$ cat src/rtl/fmul_pipe_param.sv
// Parametrised FloPoCo-format floating-point multiplier.
// Word layout: {exc[1:0], sign, exp[WE-1:0], frac[WF-1:0]}; exc 00 zero, 01 normal, 10 inf, 11 NaN.
// Pipeline of STAGES registers with valid/ready flow control and a global stall.
// Rounding is round-to-nearest-even. Subnormals are flushed to zero.
module fmul_pipe_param #(
    parameter int WE     = 5,
    parameter int WF     = 11,
    parameter int STAGES = 2,
    parameter int ID     = 1
) (
    input  logic                clk,
    input  logic                rst_n,
    input  logic                in_valid,
    output logic                in_ready,
    input  logic [WE+WF+2:0]    X,
    input  logic [WE+WF+2:0]    Y,
    output logic                out_valid,
    input  logic                out_ready,
    output logic [WE+WF+2:0]    R
);

    localparam int W = WE + WF + 3;
    localparam logic [WE+1:0] BIAS = (WE+2)'((1 << (WE-1)) - 1);

    // Range guard for the parameters; the instance tag has no functional effect.
    if (WE < 3 || WF < 2 || STAGES < 1 || STAGES > 4 || ID < 0) begin : g_param_range
    end

    // Data carried from the multiplier to the rounding logic.
    typedef struct packed {
        logic            sign;
        logic [1:0]      exc;   // pair result; 01 means "take from rounding"
        logic [WE+1:0]   exp;   // eX + eY - BIAS, two's complement
        logic [2*WF+1:0] prod;  // {1,fX} * {1,fY}
    } mul_t;

    // Data carried from the rounding adder to the exception combine.
    typedef struct packed {
        logic             sign;
        logic [1:0]       exc;
        logic [WE+WF+1:0] sum;  // {E, frac} after the rounding increment
    } rnd_t;

    // ------------------------------------------------------------------
    // Flow control: the whole pipe advances together or holds together.
    // ------------------------------------------------------------------
    logic stall;
    logic advance;
    logic accept;
    logic [STAGES-1:0] vld;

    assign stall     = out_valid & ~out_ready;
    assign advance   = ~stall;
    assign in_ready  = ~stall;
    assign accept    = in_valid & in_ready;
    assign out_valid = vld[STAGES-1];

    // Valid shift chain; bubbles move through the pipe just like data.
    always_ff @(posedge clk or negedge rst_n) begin
        if (!rst_n) begin
            vld <= '0;
        end else if (advance) begin
            // NOTE: sequential state uses non-blocking assignment so every register samples pre-edge values.
            vld <= STAGES'({vld, accept});
        end
    end

    // ------------------------------------------------------------------
    // Multiply: sign, exponent sum, significand product, exception pair.
    // ------------------------------------------------------------------
    logic [1:0] exc_x;
    logic [1:0] exc_y;
    logic [1:0] exc_pair;
    mul_t       mul_d;
    mul_t       mul_q;

    assign exc_x = X[W-1:W-2];
    assign exc_y = Y[W-1:W-2];

    // Exception pair table: NaN dominates, then 0*inf -> NaN, then inf, then zero.
    always_comb begin
        // NOTE: every always_comb output gets a default first so no path infers a latch.
        exc_pair = 2'b00;
        if (exc_x == 2'b11 || exc_y == 2'b11) begin
            exc_pair = 2'b11;
        end else begin
            case ({exc_x, exc_y})
                4'b0101:                   exc_pair = 2'b01;
                4'b0110, 4'b1001, 4'b1010: exc_pair = 2'b10;
                4'b0010, 4'b1000:          exc_pair = 2'b11;
                default:                   exc_pair = 2'b00;
            endcase
        end
    end

    // Operand fields of non-normal inputs flow through but are masked later by exc_pair.
    always_comb begin
        mul_d      = '0;
        mul_d.sign = X[W-3] ^ Y[W-3];
        mul_d.exc  = exc_pair;
        mul_d.exp  = {2'b00, X[W-4:WF]} + {2'b00, Y[W-4:WF]} - BIAS;
        mul_d.prod = {{(WF+1){1'b0}}, 1'b1, X[WF-1:0]} * {{(WF+1){1'b0}}, 1'b1, Y[WF-1:0]};
    end

    if (STAGES >= 2) begin : g_mul_reg
        // Product register after the multiplier.
        always_ff @(posedge clk or negedge rst_n) begin
            if (!rst_n) begin
                mul_q <= '0;
            end else if (advance) begin
                mul_q <= mul_d;
            end
        end
    end else begin : g_mul_comb
        assign mul_q = mul_d;
    end

    // ------------------------------------------------------------------
    // Normalise and round to nearest even in one {E, frac} + rnd add.
    // ------------------------------------------------------------------
    logic          norm;
    logic [WF-1:0] frac;
    logic          guard;
    logic          sticky;
    logic          rnd;
    logic [WE+1:0] e_adj;
    rnd_t          rnd_d;
    rnd_t          rnd_q;

    // Pick the mantissa window, guard and sticky bits, then apply the increment.
    always_comb begin
        norm   = mul_q.prod[2*WF+1];
        frac   = '0;
        guard  = 1'b0;
        sticky = 1'b0;
        if (norm) begin
            frac   = mul_q.prod[2*WF:WF+1];
            guard  = mul_q.prod[WF];
            sticky = |mul_q.prod[WF-1:0];
        end else begin
            frac   = mul_q.prod[2*WF-1:WF];
            guard  = mul_q.prod[WF-1];
            sticky = |mul_q.prod[WF-2:0];
        end
        rnd        = guard & (sticky | frac[0]);
        e_adj      = mul_q.exp + {{(WE+1){1'b0}}, norm};
        rnd_d      = '0;
        rnd_d.sign = mul_q.sign;
        rnd_d.exc  = mul_q.exc;
        // A carry out of the mantissa bumps E automatically.
        rnd_d.sum  = {e_adj, frac} + {{(WE+WF+1){1'b0}}, rnd};
    end

    if (STAGES >= 3) begin : g_rnd_reg
        // Register after the rounding adder.
        always_ff @(posedge clk or negedge rst_n) begin
            if (!rst_n) begin
                rnd_q <= '0;
            end else if (advance) begin
                rnd_q <= rnd_d;
            end
        end
    end else begin : g_rnd_comb
        assign rnd_q = rnd_d;
    end

    // ------------------------------------------------------------------
    // Exception combine and canonical packing.
    // ------------------------------------------------------------------
    logic [WE+1:0] e_fin;
    logic [W-1:0]  word_d;
    logic [W-1:0]  word_q;

    // Range-check the rounded exponent; non-normal results carry zero exp/frac.
    always_comb begin
        e_fin          = rnd_q.sum[WE+WF+1:WF];
        word_d         = '0;
        word_d[W-3]    = rnd_q.sign;
        if (rnd_q.exc == 2'b01) begin
            if (e_fin[WE+1]) begin
                word_d[W-1:W-2] = 2'b00;        // negative exponent: underflow to zero
            end else if (e_fin[WE]) begin
                word_d[W-1:W-2] = 2'b10;        // exponent >= 2^WE: overflow to inf
            end else begin
                word_d[W-1:W-2] = 2'b01;
                word_d[W-4:WF]  = e_fin[WE-1:0];
                word_d[WF-1:0]  = rnd_q.sum[WF-1:0];
            end
        end else begin
            word_d[W-1:W-2] = rnd_q.exc;
        end
    end

    if (STAGES >= 4) begin : g_word_reg
        // Register after the exception combine.
        always_ff @(posedge clk or negedge rst_n) begin
            if (!rst_n) begin
                word_q <= '0;
            end else if (advance) begin
                word_q <= word_d;
            end
        end
    end else begin : g_word_comb
        assign word_q = word_d;
    end

    // Output register: always the last pipeline stage.
    always_ff @(posedge clk or negedge rst_n) begin
        if (!rst_n) begin
            R <= '0;
        end else if (advance) begin
            R <= word_q;
        end
    end

endmodule

$ cat config.mk
export PLATFORM = sky130hd
export DESIGN_NAME = fmul_pipe_param
export DESIGN_NICKNAME = d
export VERILOG_FILES = /design/src/rtl/fmul_pipe_param.sv
export SDC_FILE = /design/constraint.sdc
export NUM_CORES = 1
export LEC_CHECK = 0
export ABC_AREA = 0
export BUFFER_PORTS_ARGS = -buffer_cell sky130_fd_sc_hd__buf_2
export CORE_MARGIN = 2
export CORE_UTILIZATION = 49
export CTS_CLUSTER_SIZE = 24
export DETAILED_ROUTE_END_ITERATION = 10
export PLACE_DENSITY = 0.77
export REMOVE_ABC_BUFFERS = 1
export SLEW_MARGIN = 20
export SYNTH_ARGS = -nofsm -noshare
export SYNTH_HDL_FRONTEND = slang
export SYNTH_SLANG_ARGS = --single-unit
$ cat constraint.sdc
create_clock -name clk -period 8.15 [get_ports clk]
set_input_delay 2.445 -clock clk [delete_from_list [all_inputs] [get_ports clk]]
set_output_delay 2.445 -clock clk [all_outputs]
set_load 0.02 [all_outputs]
==> flow_summary_export.csv, run 1 <==
group,metric,value,unit
cts,root_buffer,"clkbuf_16",
timing,tightestPinTransition,978,ps
timing,hold_violations,0,
synth,yosys_warnings,0,
grt,grt_util_all_layers,19.7,%
worst_setup_path,r2r_slack,4820,ps
detailed_routing,firstDrtPassIters,5,
cts,post_cts_buffers,0,
cts,htreeDepth,2,
grt,grt_pass1_vias,5759,
timing,slew_headroom,34.8,%
layout,layout_common_cells,"158 x nand2_1, 145 x inv_1, 101 x fa_1",
cts,ctsHoldBuffers,0,
timing,fin_crit_sh,89.9,%
synth,synth_mux_area_share,2.36,%
timing,final_max_slew_viol_count,0,
worst_setup_path,cp-start-kind,"input port",
layout,area_growth_syn_to_layout,7.32,%
worst_setup_path,path_max_fanout,12,
grt,grt_overflow,0,
worst_setup_path,reg2reg_to,"R[15]",
pwr,cellPowerDensity,356,mW/mm^2
floorplan,io_pins,63,
synth,synth.avg_cell_area,8.69,um^2
pwr,ir_drop,197,uV
worst_setup_path,reg2reg_depth,8,
synth,synthCells,904,
cts,cts_resized,0,
timing,final-setup-viol-count,0,
worst_setup_path,path_class,"in -> reg",
detailed_routing,drtIter0Drc,321,
synth,synth_top_family_by_area,"adder cells",
outcome,status,"finished, final reports clean",
layout,final_common_cell,"nand2_1",
timing,fin_crit,7330,ps
floorplan,fp.dieW,131,um
synth,synth.distinct_cells,62,
worst_setup_path,cp.required,8310,ps
floorplan,start_util,49.8,%
cts,cts_sinks,55,
layout,insertedDiodeCount,0,
detailed_routing,dr.max_layer_used,"met4",
synth,synth_enable_flop_cells,0,
detailed_routing,drt_drc_violations_left,0,
synth,synth_ff_type,"dfrtp_1",
detailed_routing,vias,5997,
detailed_routing,wl_met3,719,um
grt,grt_max_degree,56,
worst_setup_path,cp-endpoint,"mul_q[22]",
detailed_routing,antenna_left,0,
placement,portBuffers,62,
placement,dpl_cell_area,0.00827,mm^2
cts,numCtsBuffers,5,
floorplan,die_h,131,um
detailed_routing,routed_via_density,5.24,
layout,utilization,53.5,%
timing,fmax,136,MHz
layout,final_cell_area,0.00843,mm^2
cts,worstSkewPairLatency,300,ps
timing,finClkSkew,7.89,ps
worst_hold_path,holdCritPathClass,"reg -> reg",
synth,ys_seq_elements,55,
cts,cts_tree,"done",
layout,final_nets,1144,
worst_setup_path,critPathLaunch,"X[2]",
worst_setup_path,cp_data_arrival_time,7490,ps
detailed_routing,wl_per_cell,13.8,um
synth,synth-simple-area-share,18.2,%
detailed_routing,drt-met1-wl,7.52,mm
detailed_routing,wl_met2,7.36,mm
synth,ys_async_sr_fraction,100,%
placement,hpwl,12.9,mm
flow_run,drv_cap,0,
synth,synth_compound_area_share,10.6,%
floorplan,die-area,0.0171,mm^2
placement,gp_congestion,0.877,
cts,clk_pin_slew,70,ps
timing,timing.hold.ws,458,ps
floorplan,rows,46,
layout,drive_above_1_share,10.3,%
floorplan,core_area,0.0158,mm^2
cts,clk_path_buf_depth,2,
synth,ys_seq_area_share,17.5,%
synth,synth_area,0.00786,mm^2
pwr,cellLeakagePower,4.27,nW
layout,fill_cells,1463,
worst_setup_path,r2r_start,"mul_q[23]",
worst_setup_path,end_kind,"register",
grt,grt_pass1_wl,27.4,mm
synth,synthXorXnorAreaFrac,4.43,%
synth,synthAdderAreaFrac,37.4,%
grt,grt_antenna_before_repair,0,
timing,grt_setup_unrepaired,"no",
detailed_routing,drt-total-wl,15.8,mm
flip-flops by register name (all words and copies together), names as in the netlist:
name,count
R,19
mul_q,34
vld,2
critical path, cell delays in order:
cell and delay, ps:
buf_2 220, inv_1 90, fa_1 540, inv_1 60
fa_1 500, fa_1 520, fa_1 550, inv_1 60
fa_1 520, inv_1 40, ha_1 380, a211o_1 320
a211oi_1 220, a32oi_1 210, a2111oi_0 540, xor2_1 190
o21ai_0 80
report_power, final:
part / switching (mW) / internal, mW
registers: 0.114 / 0.371
clock network: 0.0960 / 0.146
logic: 1.30 / 0.976
total: 1.51 / 1.49
stage by stage:
stage / setup WS (ps) / total power [mW] / instances / setup TNS, ps
2_1_floorplan: -3.27 / 2.25 / 856 / -3.27
4_1_cts: 802 / 3.00 / 1145 / 0
5_1_grt: 534 / 3.35 / 1145 / 0
6_report: 820 / 3.00 / 1145 / 0
3_3_place_gp: 627 / 2.69 / 1137 / 0
3_5_place_dp: 494 / 2.74 / 1137 / 0
layout make-up:
cell class	instances	area, um^2	share of cell area [%]
clock buffers	6	129	1.53
clock inverters	2	38.8	0.460
inverters	146	548	6.50
multi-input cells	655	5740	68.0
flip-flops and latches	55	1380	16.3
well taps	216	270	3.20
repair buffers	65	333	3.95
metal layers:
metal,up-vias,track usage [%]
met4,0,5.38
met5,-,0
met1,2909,29.2
met3,21,1.83
met2,144,31.2
li1,2923,-
worst min-delay path by stage:
stage / from / to / slack, ps / cells after the start
CTS: vld[0] / vld[1] / 460 / 1
finish: R[16] / R[16] / 460 / 2
detailed placement: vld[0] / vld[1] / 450 / 1
floorplan: vld[0] / vld[0] / 430 / 2
global placement: vld[0] / vld[1] / 440 / 1
global route: R[14] / R[14] / 500 / 2
synth_stat cells (7+ instances only):
cell type / count / area [um^2]
a211oi_1: 7 / 52.6
a21o_1: 8 / 60.1
a21oi_1: 31 / 155
and2_1: 40 / 250
clkbuf_1: 41 / 154
dfrtp_1: 55 / 1380
fa_1: 101 / 2020
ha_1: 73 / 913
inv_1: 145 / 544
mux2i_1: 14 / 140
nand2_1: 158 / 593
nand3_1: 20 / 100
nand4_1: 8 / 50.1
nor2_1: 34 / 128
nor2b_1: 9 / 56.3
o21ai_0: 31 / 155
o21ai_2: 10 / 87.6
xnor2_1: 19 / 166
xor2_1: 17 / 149
kinds of logic after synthesis:
family          Yosys count
simple gates            299
buf+inv                 194
fa+ha+maj               174
compound gates          126
flops                    55
xor+xnor                 38
mux                      18
Power figures use the tool's default switching activity.
==> inputs of run 2 (changes only) <==
--- a/config.mk
+++ b/config.mk
@@ -11,8 +11,7 @@
 export CORE_UTILIZATION = 49
 export CTS_CLUSTER_SIZE = 24
 export DETAILED_ROUTE_END_ITERATION = 10
-export PLACE_DENSITY = 0.77
-export REMOVE_ABC_BUFFERS = 1
+export PLACE_DENSITY_LB_ADDON = 0.15
 export SLEW_MARGIN = 20
 export SYNTH_ARGS = -nofsm -noshare
 export SYNTH_HDL_FRONTEND = slang
==> run 2 against run 1 <==
Compared with the run above: cell count hardly changed; fmax down 1.7%; cell area fell by 0.22%; worst setup slack worse by 130 ps; clock power down 14%; register-to-register slack got worse by 110 ps; largest cell class unchanged; highest routed layer unchanged.
==> flow_summary_export.csv, run 2 (synthesized netlist as in run 1, its figures left out) <==
group,metric,value,unit
timing,finClkSkew,9.45,ps
layout,insertedDiodeCount,0,
layout,reg_top3,"mul_q: 34 flops, R: 19 flops, vld: 2 flops",
cts,post_cts_buffers,0,
worst_setup_path,cp-start-kind,"input port",
worst_setup_path,path_class,"in -> reg",
layout,drive_above_1_share,10.4,%
cts,cts_sinks,55,
layout,final_nets,1145,
grt,grt_overflow,0,
cts,cts_resized,0,
timing,tightestPinTransition,1000,ps
pwr,power_switching,1.50,mW
layout,final_cell_area,0.00841,mm^2
detailed_routing,antenna_left,0,
grt,grt_pass1_vias,5904,
worst_setup_path,end_kind,"register",
pwr,cellPowerDensity,352,mW/mm^2
cts,root_buffer,"clkbuf_16",
pwr,switching_share,50.7,%
timing,final-setup-viol-count,0,
pwr,cellLeakagePower,4.26,nW
worst_setup_path,cp.required,8310,ps
timing,grt_setup_unrepaired,"no",
floorplan,fp.dieW,131,um
worst_setup_path,cp_data_arrival_time,7620,ps
pwr,ir_drop,184,uV
layout,top_register,"mul_q",
floorplan,core_area,0.0158,mm^2
flow_run,drv_cap,0,
detailed_routing,vias,5820,
placement,hpwl,13.6,mm
grt,grt_busiest_layer,"met2",
layout,regArea,0.00138,mm^2
layout,fill_cells,1560,
grt,use_met2,35.1,%
floorplan,rows,46,
grt,use_met1,30.2,%
timing,fmax,134,MHz
pwr,p_comb_share,76.6,%
layout,area_growth_syn_to_layout,7.09,%
detailed_routing,firstDrtPassIters,5,
timing,hold_violations,0,
detailed_routing,drt-total-wl,16.6,mm
grt,grt_util_all_layers,21.0,%
cts,worstSkewPairLatency,300,ps
layout,largest_reg_flops,34,
cts,numCtsBuffers,5,
floorplan,start_util,49.8,%
outcome,status,"finished, final reports clean",
detailed_routing,drtIter0Drc,272,
worst_hold_path,holdCritPathClass,"reg -> reg",
timing,fin_crit,7460,ps
layout,layout_common_cells,"158 x nand2_1, 145 x inv_1, 101 x fa_1",
detailed_routing,wl_per_cell,14.5,um
grt,use_met3,1.63,%
pwr,clkPwrFrac,7.0,%
grt,grt_pass1_wl,28.7,mm
pwr,seqPwrFrac,16.4,%
timing,layout_setup_ws,693,ps
cts,ctsHoldBuffers,0,
placement,dpl_cell_area,0.00827,mm^2
detailed_routing,drt_drc_violations_left,0,
layout,multi_input_area,0.00574,mm^2
placement,post-place-ws,494,ps
grt,grt_antenna_before_repair,0,
layout,final_common_cell,"nand2_1",
floorplan,die_h,131,um
detailed_routing,routed_via_density,5.08,
worst_setup_path,path_max_fanout,11,
timing,final_max_slew_viol_count,0,
synth,synth_fp_nets,1120,
grt,grt_max_degree,56,
timing,slew_headroom,33.1,%
cts,cts_tree,"done",
floorplan,die-area,0.0171,mm^2
cts,clk_pin_slew,70,ps
cts,htreeDepth,2,
floorplan,io_pins,63,
timing,totalNegativeSetupSlack,0,ps
placement,portBuffers,62,
worst_setup_path,r2r_slack,4710,ps
timing,fin_crit_sh,91.5,%
cts,clk_path_buf_depth,2,
pwr,p_int,1.46,mW
placement,gp_congestion,0.888,
run 2: changes by cell type in the layout (fill, tap and decap cells not counted):
| cell | previous run | this run |
|---|---|---|
| buf_4 | 3 | 4 |
| bufinv_16 | 1 | 0 |
| clkinv_2 | 0 | 1 |
| clkinvlp_4 | 0 | 1 |
| inv_6 | 1 | 0 |
run 2: power groups by stage:
stage | Sequential [mW] | Clock (mW) | Combinational, mW
floorplan | 0.449 | 0 | 1.84
global placement | 0.491 | 0 | 2.25
detailed placement | 0.492 | 0 | 2.27
CTS | 0.486 | 0.214 | 2.29
global route | 0.503 | 0.223 | 2.63
finish | 0.486 | 0.207 | 2.27
run 2: layout make-up:
| class | count | share of cell area [%] |
|---|---|---|
| inverters | 146 | 6.51 |
| well taps | 216 | 3.21 |
| multi-input cells | 655 | 68.2 |
| clock inverters | 2 | 0.149 |
| clock buffers | 6 | 1.53 |
| flip-flops and latches | 55 | 16.4 |
| repair buffers | 66 | 4.04 |
run 2: layer usage:
layer | share of wire, % | vias to the layer above
li1 | - | 2920
met1 | 49 | 2755
met2 | 46 | 133
met3 | 3.9 | 12
met4 | 1.2 | 0
met5 | 0 | -
run 2: final timing paths:
check	startpoint	to	depth (start not counted)
worst max-delay path	Y[10]	mul_q[22]	17
worst min-delay path	vld[0]	vld[0]	2
worst max register to register	mul_q[23]	R[15]	9
worst min register to register	vld[0]	vld[0]	2
max in group asynchronous	rst_n	mul_q[7]	2
min in group asynchronous	rst_n	R[15]	2
run 2: metrics by stage:
| step | utilization (%) | hold slack, ps | power (mW) | instances |
|---|---|---|---|---|
| 2_1_floorplan | - | 430 | 2.29 | 904 |
| 4_1_cts | 53.4 | 467 | 2.99 | 1146 |
| 6_report | 53.4 | 459 | 2.96 | 1146 |
| 3_5_place_dp | 52.5 | 452 | 2.76 | 1138 |
| 5_1_grt | 53.4 | 483 | 3.35 | 1146 |
| 3_3_place_gp | 52.5 | 443 | 2.74 | 1138 |
run 2: critical path, cell delays in order:
cell and delay (ps):
buf_2 240, nand2_1 120, fa_1 520, inv_1 60, fa_1 500, fa_1 530, fa_1 560, inv_1 60
fa_1 540, inv_1 40, ha_1 370, a211o_1 320, a211oi_1 210, a32oi_1 210, a2111oi_0 600, xor2_1 200
o21ai_0 90
